===== config.mk =====
export PLATFORM = sky130hd
export DESIGN_NAME = id_ex_stage
export DESIGN_NICKNAME = d
export VERILOG_FILES = /design/src/rtl/core_pkg.sv /design/src/rtl/fwd_mux.sv /design/src/rtl/id_ex_stage.sv
export SDC_FILE = /design/constraint.sdc
export NUM_CORES = 1
export LEC_CHECK = 0
export CORE_AREA = 2 2 325 327
export DETAILED_ROUTE_END_ITERATION = 16
export DIE_AREA = 0 0 327 329
export SLEW_MARGIN = 20
export SYNTH_ARGS = -nofsm -noshare
export SYNTH_HDL_FRONTEND = slang
export SYNTH_SLANG_ARGS = --single-unit

===== constraint.sdc =====
create_clock -name clk -period 4.4 [get_ports clk]
set_input_delay 0.88 -clock clk [delete_from_list [all_inputs] [get_ports clk]]
set_output_delay 0.88 -clock clk [all_outputs]
set_load 0.05 [all_outputs]

===== src/rtl/core_pkg.sv =====
// Shared execute-stage definitions: ALU op codes, branch conditions,
// forwarding-source select and the registered control bundle.
package core_pkg;

    localparam logic [3:0] ALU_ADD    = 4'b0000;
    localparam logic [3:0] ALU_SUB    = 4'b0001;
    localparam logic [3:0] ALU_AND    = 4'b0010;
    localparam logic [3:0] ALU_OR     = 4'b0011;
    localparam logic [3:0] ALU_SLT    = 4'b0100;
    localparam logic [3:0] ALU_XOR    = 4'b0101;
    localparam logic [3:0] ALU_SH1ADD = 4'b1000;
    localparam logic [3:0] ALU_SH2ADD = 4'b1001;
    localparam logic [3:0] ALU_SH3ADD = 4'b1010;
    localparam logic [3:0] ALU_ADDUW  = 4'b1011;

    localparam logic [2:0] BEQ = 3'b000;
    localparam logic [2:0] BNE = 3'b001;
    localparam logic [2:0] BLT = 3'b100;
    localparam logic [2:0] BGE = 3'b101;

    typedef enum logic [1:0] {
        FWD_REG = 2'b00,
        FWD_WB  = 2'b01,
        FWD_MEM = 2'b10
    } fwd_sel_e;

    typedef struct packed {
        logic       valid;
        logic       reg_write;
        logic       mem_write;
        logic       branch;
        logic       jump;
        logic       alu_src;
        logic [1:0] result_src;
        logic [3:0] alu_control;
        logic [2:0] funct3;
    } ctrl_e_t;

endpackage


===== src/rtl/fwd_mux.sv =====
// One operand's RAW-hazard forwarding: MEM result beats WB result beats the
// register-file value; x0 is never forwarded.
module fwd_mux
    import core_pkg::*;
#(
    parameter int XLEN = 64,
    parameter int RA_W = 5
) (
    input  logic [RA_W-1:0] rs_i,
    input  logic [XLEN-1:0] reg_data_i,
    input  logic [RA_W-1:0] rd_m_i,
    input  logic            reg_write_m_i,
    input  logic [XLEN-1:0] alu_result_m_i,
    input  logic [RA_W-1:0] rd_w_i,
    input  logic            reg_write_w_i,
    input  logic [XLEN-1:0] result_w_i,
    output logic [XLEN-1:0] data_o
);

    fwd_sel_e sel;

    always_comb begin
        sel = FWD_REG;
        if (reg_write_m_i && (rd_m_i != '0) && (rd_m_i == rs_i)) begin
            sel = FWD_MEM;
        end else if (reg_write_w_i && (rd_w_i != '0) && (rd_w_i == rs_i)) begin
            sel = FWD_WB;
        end
    end

    always_comb begin
        data_o = reg_data_i;
        unique case (sel)
            FWD_MEM: data_o = alu_result_m_i;
            FWD_WB:  data_o = result_w_i;
            default: data_o = reg_data_i;
        endcase
    end

endmodule


===== src/rtl/id_ex_stage.sv =====
// ID/EX pipeline register with operand forwarding, branch target and
// fetch-redirect generation for the 64-bit execute stage.
module id_ex_stage
    import core_pkg::*;
#(
    parameter int XLEN = 64,
    parameter int RA_W = 5
) (
    input  logic            clk,
    input  logic            rst_n,
    input  logic            StallE,
    input  logic            FlushE,
    input  logic            ValidD,
    input  logic [XLEN-1:0] RD1D,
    input  logic [XLEN-1:0] RD2D,
    input  logic [XLEN-1:0] ImmExtD,
    input  logic [XLEN-1:0] PCD,
    input  logic [XLEN-1:0] PCPlus4D,
    input  logic [RA_W-1:0] Rs1D,
    input  logic [RA_W-1:0] Rs2D,
    input  logic [RA_W-1:0] RdD,
    input  logic [3:0]      ALUControlD,
    input  logic [2:0]      funct3D,
    input  logic            BranchD,
    input  logic            JumpD,
    input  logic            ALUSrcD,
    input  logic            RegWriteD,
    input  logic            MemWriteD,
    input  logic [1:0]      ResultSrcD,
    input  logic [RA_W-1:0] RdM,
    input  logic [RA_W-1:0] RdW,
    input  logic            RegWriteM,
    input  logic            RegWriteW,
    input  logic [XLEN-1:0] ALUResultM,
    input  logic [XLEN-1:0] ResultW,
    input  logic            ZeroE,
    output logic [XLEN-1:0] SrcAE,
    output logic [XLEN-1:0] SrcBE,
    output logic [3:0]      ALUControlE,
    output logic [2:0]      funct3E,
    output logic            BranchE,
    output logic [XLEN-1:0] WriteDataE,
    output logic [XLEN-1:0] PCTargetE,
    output logic [XLEN-1:0] PCPlus4E,
    output logic [RA_W-1:0] RdE,
    output logic [RA_W-1:0] Rs1E,
    output logic [RA_W-1:0] Rs2E,
    output logic            RegWriteE,
    output logic            MemWriteE,
    output logic            JumpE,
    output logic            ValidE,
    output logic [1:0]      ResultSrcE,
    output logic            PCSrcE
);

    ctrl_e_t         ctrl_q, ctrl_d;
    logic [XLEN-1:0] rd1_q, rd1_d;
    logic [XLEN-1:0] rd2_q, rd2_d;
    logic [XLEN-1:0] imm_q, imm_d;
    logic [XLEN-1:0] pc_q, pc_d;
    logic [XLEN-1:0] pc_plus4_q, pc_plus4_d;
    logic [RA_W-1:0] rs1_q, rs1_d;
    logic [RA_W-1:0] rs2_q, rs2_d;
    logic [RA_W-1:0] rd_q, rd_d;

    logic [XLEN-1:0] fwd_a, fwd_b;

    // Flush outranks stall; an all-zero register set is a NOP (ADD, no writes).
    always_comb begin
        ctrl_d     = ctrl_q;
        rd1_d      = rd1_q;
        rd2_d      = rd2_q;
        imm_d      = imm_q;
        pc_d       = pc_q;
        pc_plus4_d = pc_plus4_q;
        rs1_d      = rs1_q;
        rs2_d      = rs2_q;
        rd_d       = rd_q;
        if (FlushE) begin
            ctrl_d     = '0;
            rd1_d      = '0;
            rd2_d      = '0;
            imm_d      = '0;
            pc_d       = '0;
            pc_plus4_d = '0;
            rs1_d      = '0;
            rs2_d      = '0;
            rd_d       = '0;
        end else if (!StallE) begin
            ctrl_d.valid       = ValidD;
            ctrl_d.reg_write   = RegWriteD;
            ctrl_d.mem_write   = MemWriteD;
            ctrl_d.branch      = BranchD;
            ctrl_d.jump        = JumpD;
            ctrl_d.alu_src     = ALUSrcD;
            ctrl_d.result_src  = ResultSrcD;
            ctrl_d.alu_control = ALUControlD;
            ctrl_d.funct3      = funct3D;
            rd1_d      = RD1D;
            rd2_d      = RD2D;
            imm_d      = ImmExtD;
            pc_d       = PCD;
            pc_plus4_d = PCPlus4D;
            rs1_d      = Rs1D;
            rs2_d      = Rs2D;
            rd_d       = RdD;
        end
    end

    always_ff @(posedge clk) begin
        if (!rst_n) begin
            ctrl_q     <= '0;
            rd1_q      <= '0;
            rd2_q      <= '0;
            imm_q      <= '0;
            pc_q       <= '0;
            pc_plus4_q <= '0;
            rs1_q      <= '0;
            rs2_q      <= '0;
            rd_q       <= '0;
        end else begin
            ctrl_q     <= ctrl_d;
            rd1_q      <= rd1_d;
            rd2_q      <= rd2_d;
            imm_q      <= imm_d;
            pc_q       <= pc_d;
            pc_plus4_q <= pc_plus4_d;
            rs1_q      <= rs1_d;
            rs2_q      <= rs2_d;
            rd_q       <= rd_d;
        end
    end

    // Forwarding reads live RdM/RdW, so a held instruction still sees new results.
    fwd_mux #(.XLEN(XLEN), .RA_W(RA_W)) u_fwd_a (
        .rs_i           (rs1_q),
        .reg_data_i     (rd1_q),
        .rd_m_i         (RdM),
        .reg_write_m_i  (RegWriteM),
        .alu_result_m_i (ALUResultM),
        .rd_w_i         (RdW),
        .reg_write_w_i  (RegWriteW),
        .result_w_i     (ResultW),
        .data_o         (fwd_a)
    );

    fwd_mux #(.XLEN(XLEN), .RA_W(RA_W)) u_fwd_b (
        .rs_i           (rs2_q),
        .reg_data_i     (rd2_q),
        .rd_m_i         (RdM),
        .reg_write_m_i  (RegWriteM),
        .alu_result_m_i (ALUResultM),
        .rd_w_i         (RdW),
        .reg_write_w_i  (RegWriteW),
        .result_w_i     (ResultW),
        .data_o         (fwd_b)
    );

    assign SrcAE       = fwd_a;
    assign SrcBE       = ctrl_q.alu_src ? imm_q : fwd_b;
    assign WriteDataE  = fwd_b;
    assign PCTargetE   = pc_q + imm_q;
    assign PCPlus4E    = pc_plus4_q;
    assign ALUControlE = ctrl_q.alu_control;
    assign funct3E     = ctrl_q.funct3;
    assign BranchE     = ctrl_q.branch;
    assign RdE         = rd_q;
    assign Rs1E        = rs1_q;
    assign Rs2E        = rs2_q;
    assign RegWriteE   = ctrl_q.reg_write;
    assign MemWriteE   = ctrl_q.mem_write;
    assign JumpE       = ctrl_q.jump;
    assign ValidE      = ctrl_q.valid;
    assign ResultSrcE  = ctrl_q.result_src;
    assign PCSrcE      = ctrl_q.valid & ((ctrl_q.branch & ZeroE) | ctrl_q.jump);

endmodule

# Yosys cells after proc, flatten, opt, wreduce, memory -nomap -nowiden

Cells that the tools add are included.

Output and inout bits: 350
Word-level logic and storage cells: 46
Flip-flop bits (word level): 350
Bits in latches: 0
Bits of input ports: 495
Bits in read-only memories: 0
RAM bits: 0
Memories kept: 0

Order comparisons: 0
Shift-type cells: 0
Reductions and logical operators: 9
Bitwise logic cells: 4
Div/mod/pow operators: 0
$add $sub $neg: 1
Muxes and demuxes: 7
Multiply operators: 0
Equal/unequal tests: 8

Operator list:

| kind                                           | count |
|---|---|
| case mux 64 bit (2 select lines)               | 2 |
| adder 64 bit                                   | 1 |
| two-way mux 64 bit                             | 1 |
| == test 5 bit                                  | 4 |
| nonzero test 5 bit                             | 2 |
| logical AND 1 bit                              | 6 |
| == test 2 x 1 -> 1 bit (second input constant) | 2 |
| == test 2 bit (second input constant)          | 2 |
| two-way mux 2 bit                              | 2 |
| AND 1 bit                                      | 2 |
| two-way mux 1 bit                              | 2 |
| OR reduction 2 bit                             | 1 |
| NOT 1 bit                                      | 1 |
| OR 1 bit                                       | 1 |

# Logic depth before layout (Yosys ltp)

Word-level depth: 8
Gate-level depth with buffers: 12
Depth with buffers taken out: 12

# Cells and area by module

From an unflattened synthesis, not the netlist that was laid out.

Cell total of the unflattened synthesis: 2,468
Area total of the unflattened synthesis: 22,474.1 µm²

By module, submodules not included:

| module      | sequential area each (µm²) | area each (µm²) | times used | cells each |
|---|---|---|---|---|
| id_ex_stage | 7,006.7                    | 16,728.5        | 1          | 1,774 |
| fwd_mux     | 0.0                        | 2,872.8         | 2          | 347 |

# Worst setup path after synthesis

No wires, ideal clock.

Path kind: input port to output port
Start point: in RdW[0]
End point: out SrcBE[0]
Data required time: 3.520 ns
Stages: 8
Slack: -0.399 ns
Arrival: 3.919 ns
Path through: or4_1 -> o21ai_0 -> nor4_1 -> clkbuf_1 -> buf_2 -> mux2i_1 -> o21ai_0 -> mux2_2

Longest elaborated chain between the ends: 8
Elaborated cells between the ends (all ways): 10
Classes of those cells: eq/ne (3); mux (4); reduce/logical (3)

Ends and longest elaborated chain:

| item                                                           | RTL line           | source |
|---|---|---|
| from (decl)                                                    | id_ex_stage.sv:31  | `input logic [RA_W-1:0] RdW,` |
| nonzero test 5 bit                                             | fwd_mux.sv:26      | `end else if (reg_write_w_i && (rd_w_i != '0) && (rd_w_i == rs_i)) begin` |
| logical AND 1 bit                                              | fwd_mux.sv:26      |  |
| logical AND 1 bit (*)                                          | fwd_mux.sv:26      |  |
| two-way mux 1 bit (*)                                          | fwd_mux.sv:26      |  |
| two-way mux 2 bit (*)                                          | fwd_mux.sv:24      | `if (reg_write_m_i && (rd_m_i != '0) && (rd_m_i == rs_i)) begin` |
| == test 2 x 1 -> 1 bit / == test 2 bit (equally long branches) | fwd_mux.sv:33      | `unique case (sel)` |
| case mux 64 bit (2 select lines) (*)                           | fwd_mux.sv:33      |  |
| net WriteDataE[0]                                              | id_ex_stage.sv:42  | `output logic [XLEN-1:0] WriteDataE,` |
| two-way mux 64 bit (*)                                         | id_ex_stage.sv:160 | `assign SrcBE = ctrl_q.alu_src ? imm_q : fwd_b;` |
| to (decl)                                                      | id_ex_stage.sv:38  | `output logic [XLEN-1:0] SrcBE,` |

Mark *: on every way through the listed nets, which the timed path passes. The rest lies on a longest branch.

# Final worst setup path

Start point: reg imm_q[33]
End point: out PCTargetE[56]

Longest elaborated chain between the ends: 1

Ends and longest elaborated chain:

| item                   | RTL line           | source |
|---|---|---|
| from (decl)            | id_ex_stage.sv:59  | `logic [XLEN-1:0] imm_q, imm_d;` |
| from (signal assigned) | id_ex_stage.sv:125 | `imm_q <= imm_d;` |
| adder 64 bit           | id_ex_stage.sv:162 | `assign PCTargetE = pc_q + imm_q;` |
| to (decl)              | id_ex_stage.sv:43  | `output logic [XLEN-1:0] PCTargetE,` |

No other way between the ends.

==> out/qor.txt <==
Area growth from synthesis to layout - 86.67%
Post-synth EDFFs - 0
Avg WL per Cell - 22.12 um
Vertical die dimension - 329 um
Main flop type after synthesis - dfxtp_1
Drt first-iter violations - 965
Number of endpoints with negative hold slack in the final report - 0
PD cells - 273.7 nW/um^2
Run status - finished, violations left
Final Routed Wirelength - 101.8 mm
Boundary Pins - 845
Register area - 7041 um^2
Via count of the first global-routing pass - 19840
Post-Place Cells - 4466
Antenna Nets Post-Route - 0
IR drop worst, VDD - 271.8 uV
Reg-to-reg critical path endpoint - ctrl_q[9]
Slew headroom - 42.18%
Average instance area after synthesis - 8.844 um^2
HPWL after detailed placement - 82.08 mm
Aggregate global routing overflow - 0
DIE AREA - 107600 um^2
Cts hold-fix bufs - 0
Floorplan die width - 327 um
Layout cells sized above 1 - 24.56%
Largest net degree at the start of global routing - 119
Post-placement worst setup slack - -0.2668 ns
Post-synthesis cell area - 19470 um^2
Hold Path Class - reg2reg
Source of the critical timing path - imm_q[33]
Worst-Skew Late Latency - 0.60 ns
Number of cells traversed by the worst register-to-register path - 2
Setup repair after global routing missed its margin - true
Post-layout instance count excluding filler cells - 4602
Post-layout minimum cycle time - 4.648 ns
CP Class - reg2out
Final cycle utilization of the critical path - 105.6%
Leakage power figure - 14.92 nW
TritonCTS clock tree - yes
Total setup violations reported at the end of the flow - 22
Number of placement rows - 119
Initial Util - 18.65%
Global-route usage over all layers - 17.85%
Global-route wire length before repair - 141.2 mm
Reported max-cap violation count - 0
Yosys synthesis warning count - 0
Number of buffers on the longest clock path - 3
Net count of the mapped netlist - 2760
H-tree level count - 2
Ys async rst share - 0%
Accumulated negative setup slack - -2.167 ns
Final worst slack - -0.2482 ns
Setup crit end kind - output pin
Endpoint arrival time on the critical path - 3.77 ns
Setup crit end - PCTargetE[56]
Iteration count of the initial detailed-routing pass - 5
Number of design rule violations left after detail routing - 0
Violations in the final reports - setup timing
Post-CTS clock slew at the launch and capture registers of the worst setup and hold paths - 0.06 ns
Most frequent cells in the layout - 594 x clkdlybuf4s50_1, 480 x mux2i_1, 379 x nor2_1
Yosys reg bits - 350
Clock skew - 0 ns
Count of clock tree sinks - 350
Final Slew Violations - 0
Largest fanout of any net on the critical path - 5
Vias per inst - 4.347
Buffers on Ports - 844
Minimum setup slack among reg-to-reg paths - 3.44 ns
Via count of the routed design - 20000
Maximum clock rate - 215.1 MHz
Weighted congestion reported at the end of routability-driven placement - 0.9735
Most common cell after layout, fill and taps aside - clkdlybuf4s50_1
Sequential-to-total area share from yosys stat - 35.99%
Beginning of the worst register-to-register path - ctrl_q[9]
Number of antenna violations at the first check in global routing - 18
CTS root buf - clkbuf_16
Kind of start point of the critical path - flip-flop
Total CTS buffers - 45
Core region area - 104400 um^2
Worst slew pin tran - 0.8673 ns
Post-route core utilization - 34.81%
Critical Path RT - 3.52 ns
Fill cell instance count of the final layout - 10540
Multi-input gate area in the final layout - 12820 um^2
Total number of nets in the final design - 3732
Count of mapped cells out of synthesis - 2201
Yosys cell types - 61
[how the worst min path moves through the flow]
stage / startpoint / slack, ns / endpoint / cells past startpoint
4_1_cts: rd1_q[6] / 0.50 / rd1_q[6] / 2
2_1_floorplan: rd1_q[0] / 0.46 / rd1_q[0] / 2
6_report: rd1_q[18] / 0.49 / rd1_q[18] / 2
3_5_place_dp: rd2_q[11] / 0.48 / rd2_q[11] / 2
5_1_grt: rd2_q[56] / 0.51 / rd2_q[56] / 2
3_3_place_gp: rd2_q[2] / 0.47 / rd2_q[2] / 2
[sequential cells by signal (all words and copies together) (netlist names)]
signal       flops
funct3E          3
ALUControlE      4
ResultSrcE       2
ValidE           1
rd1_q           64
rd2_q           64
Rs1E             5
Rs2E             5
pc_q            64
JumpE            1
PCPlus4E        64
BranchE          1
RdE              5
imm_q           64
MemWriteE        1
ctrl_q           1
RegWriteE        1
[worst max-delay path, stage by stage (launching register included)]
cell and delay [ns]:
dfxtp_1 0.33, ha_1 0.40, a21oi_2 0.22, o21bai_1 0.08, a21oi_1 0.33, nand2b_1 0.17, a2111oi_2 0.42, buf_4 0.19
nand3_4 0.09, a31oi_4 0.22, o21a_1 0.18, o21ai_2 0.06, xor2_1 0.18, buf_4 0.16, buf_12 0.13
[power breakdown]
group / total, mW / internal (mW) / switching (mW) / leakage [nW]
clock network: 3.99 / 2.39 / 1.61 / 0.770
logic: 2.58 / 1.29 / 1.30 / 11.3
registers: 3.37 / 3.28 / 0.0954 / 2.86
total: 9.95 / 6.95 / 3.00 / 14.9
[cell usage after synthesis, types with 19 or more instances]
library cell | number | share of area (%)
xor2_1 | 26 | 1.2
buf_1 | 36 | 0.69
nand3_1 | 19 | 0.49
o21ai_0 | 159 | 4.1
mux2i_1 | 480 | 25
a21o_1 | 41 | 1.6
ha_1 | 63 | 4.0
clkbuf_1 | 97 | 1.9
nor2_1 | 383 | 7.4
dfxtp_1 | 350 | 36
nand2_1 | 173 | 3.3
a21oi_1 | 71 | 1.8
mux2_2 | 64 | 3.7
xnor2_1 | 54 | 2.4
[through the flow]
stage | hold WS (ns) | power, mW | area (um^2)
2_1_floorplan | 0.4627 | 4.537 | 19470
3_3_place_gp | 0.4728 | 5.946 | 33100
3_5_place_dp | 0.4814 | 5.956 | 33100
4_1_cts | 0.4965 | 10.08 | 35760
5_1_grt | 0.5145 | 10.31 | 36340
6_report | 0.4919 | 9.947 | 36340
[what timing repair did]
action | CTS | global route
resized for setup | 168 | 81
pin swaps | 59 | 46
setup buffers | 28 | 25
endpoints found under the setup margin | 98 | 73
cloned | 0 | 1
[per-layer routing]
metal | up-vias | global-route usage (%) | wire length, um
met3 | 143 | 4.408 | 6826
met1 | 9503 | 22.52 | 43740
met2 | 710 | 29.67 | 48000
li1 | 9631 | - | -
met4 | 16 | 6.003 | 3131
met5 | - | 0 | 106
[area by class of cell]
cell class | count | share of cell area [%]
antenna | 2 | 0.01377
clock buffer | 61 | 3.485
clock inverter | 22 | 0.8229
inverter | 15 | 0.1549
multi-input combinational | 1680 | 35.27
sequential | 350 | 19.38
tap | 1391 | 4.790
timing repair buffer | 1081 | 36.09
[cells by family after synthesis]
group,after synthesis,share of synthesized area (%)
xor+xnor,80,3.599
fa+ha+maj,64,4.152
mux,544,28.38
flops,350,35.99
compound gates,345,10.61
buf+inv,171,3.593
simple gates,647,13.66
Power figures use the tool's default switching activity.
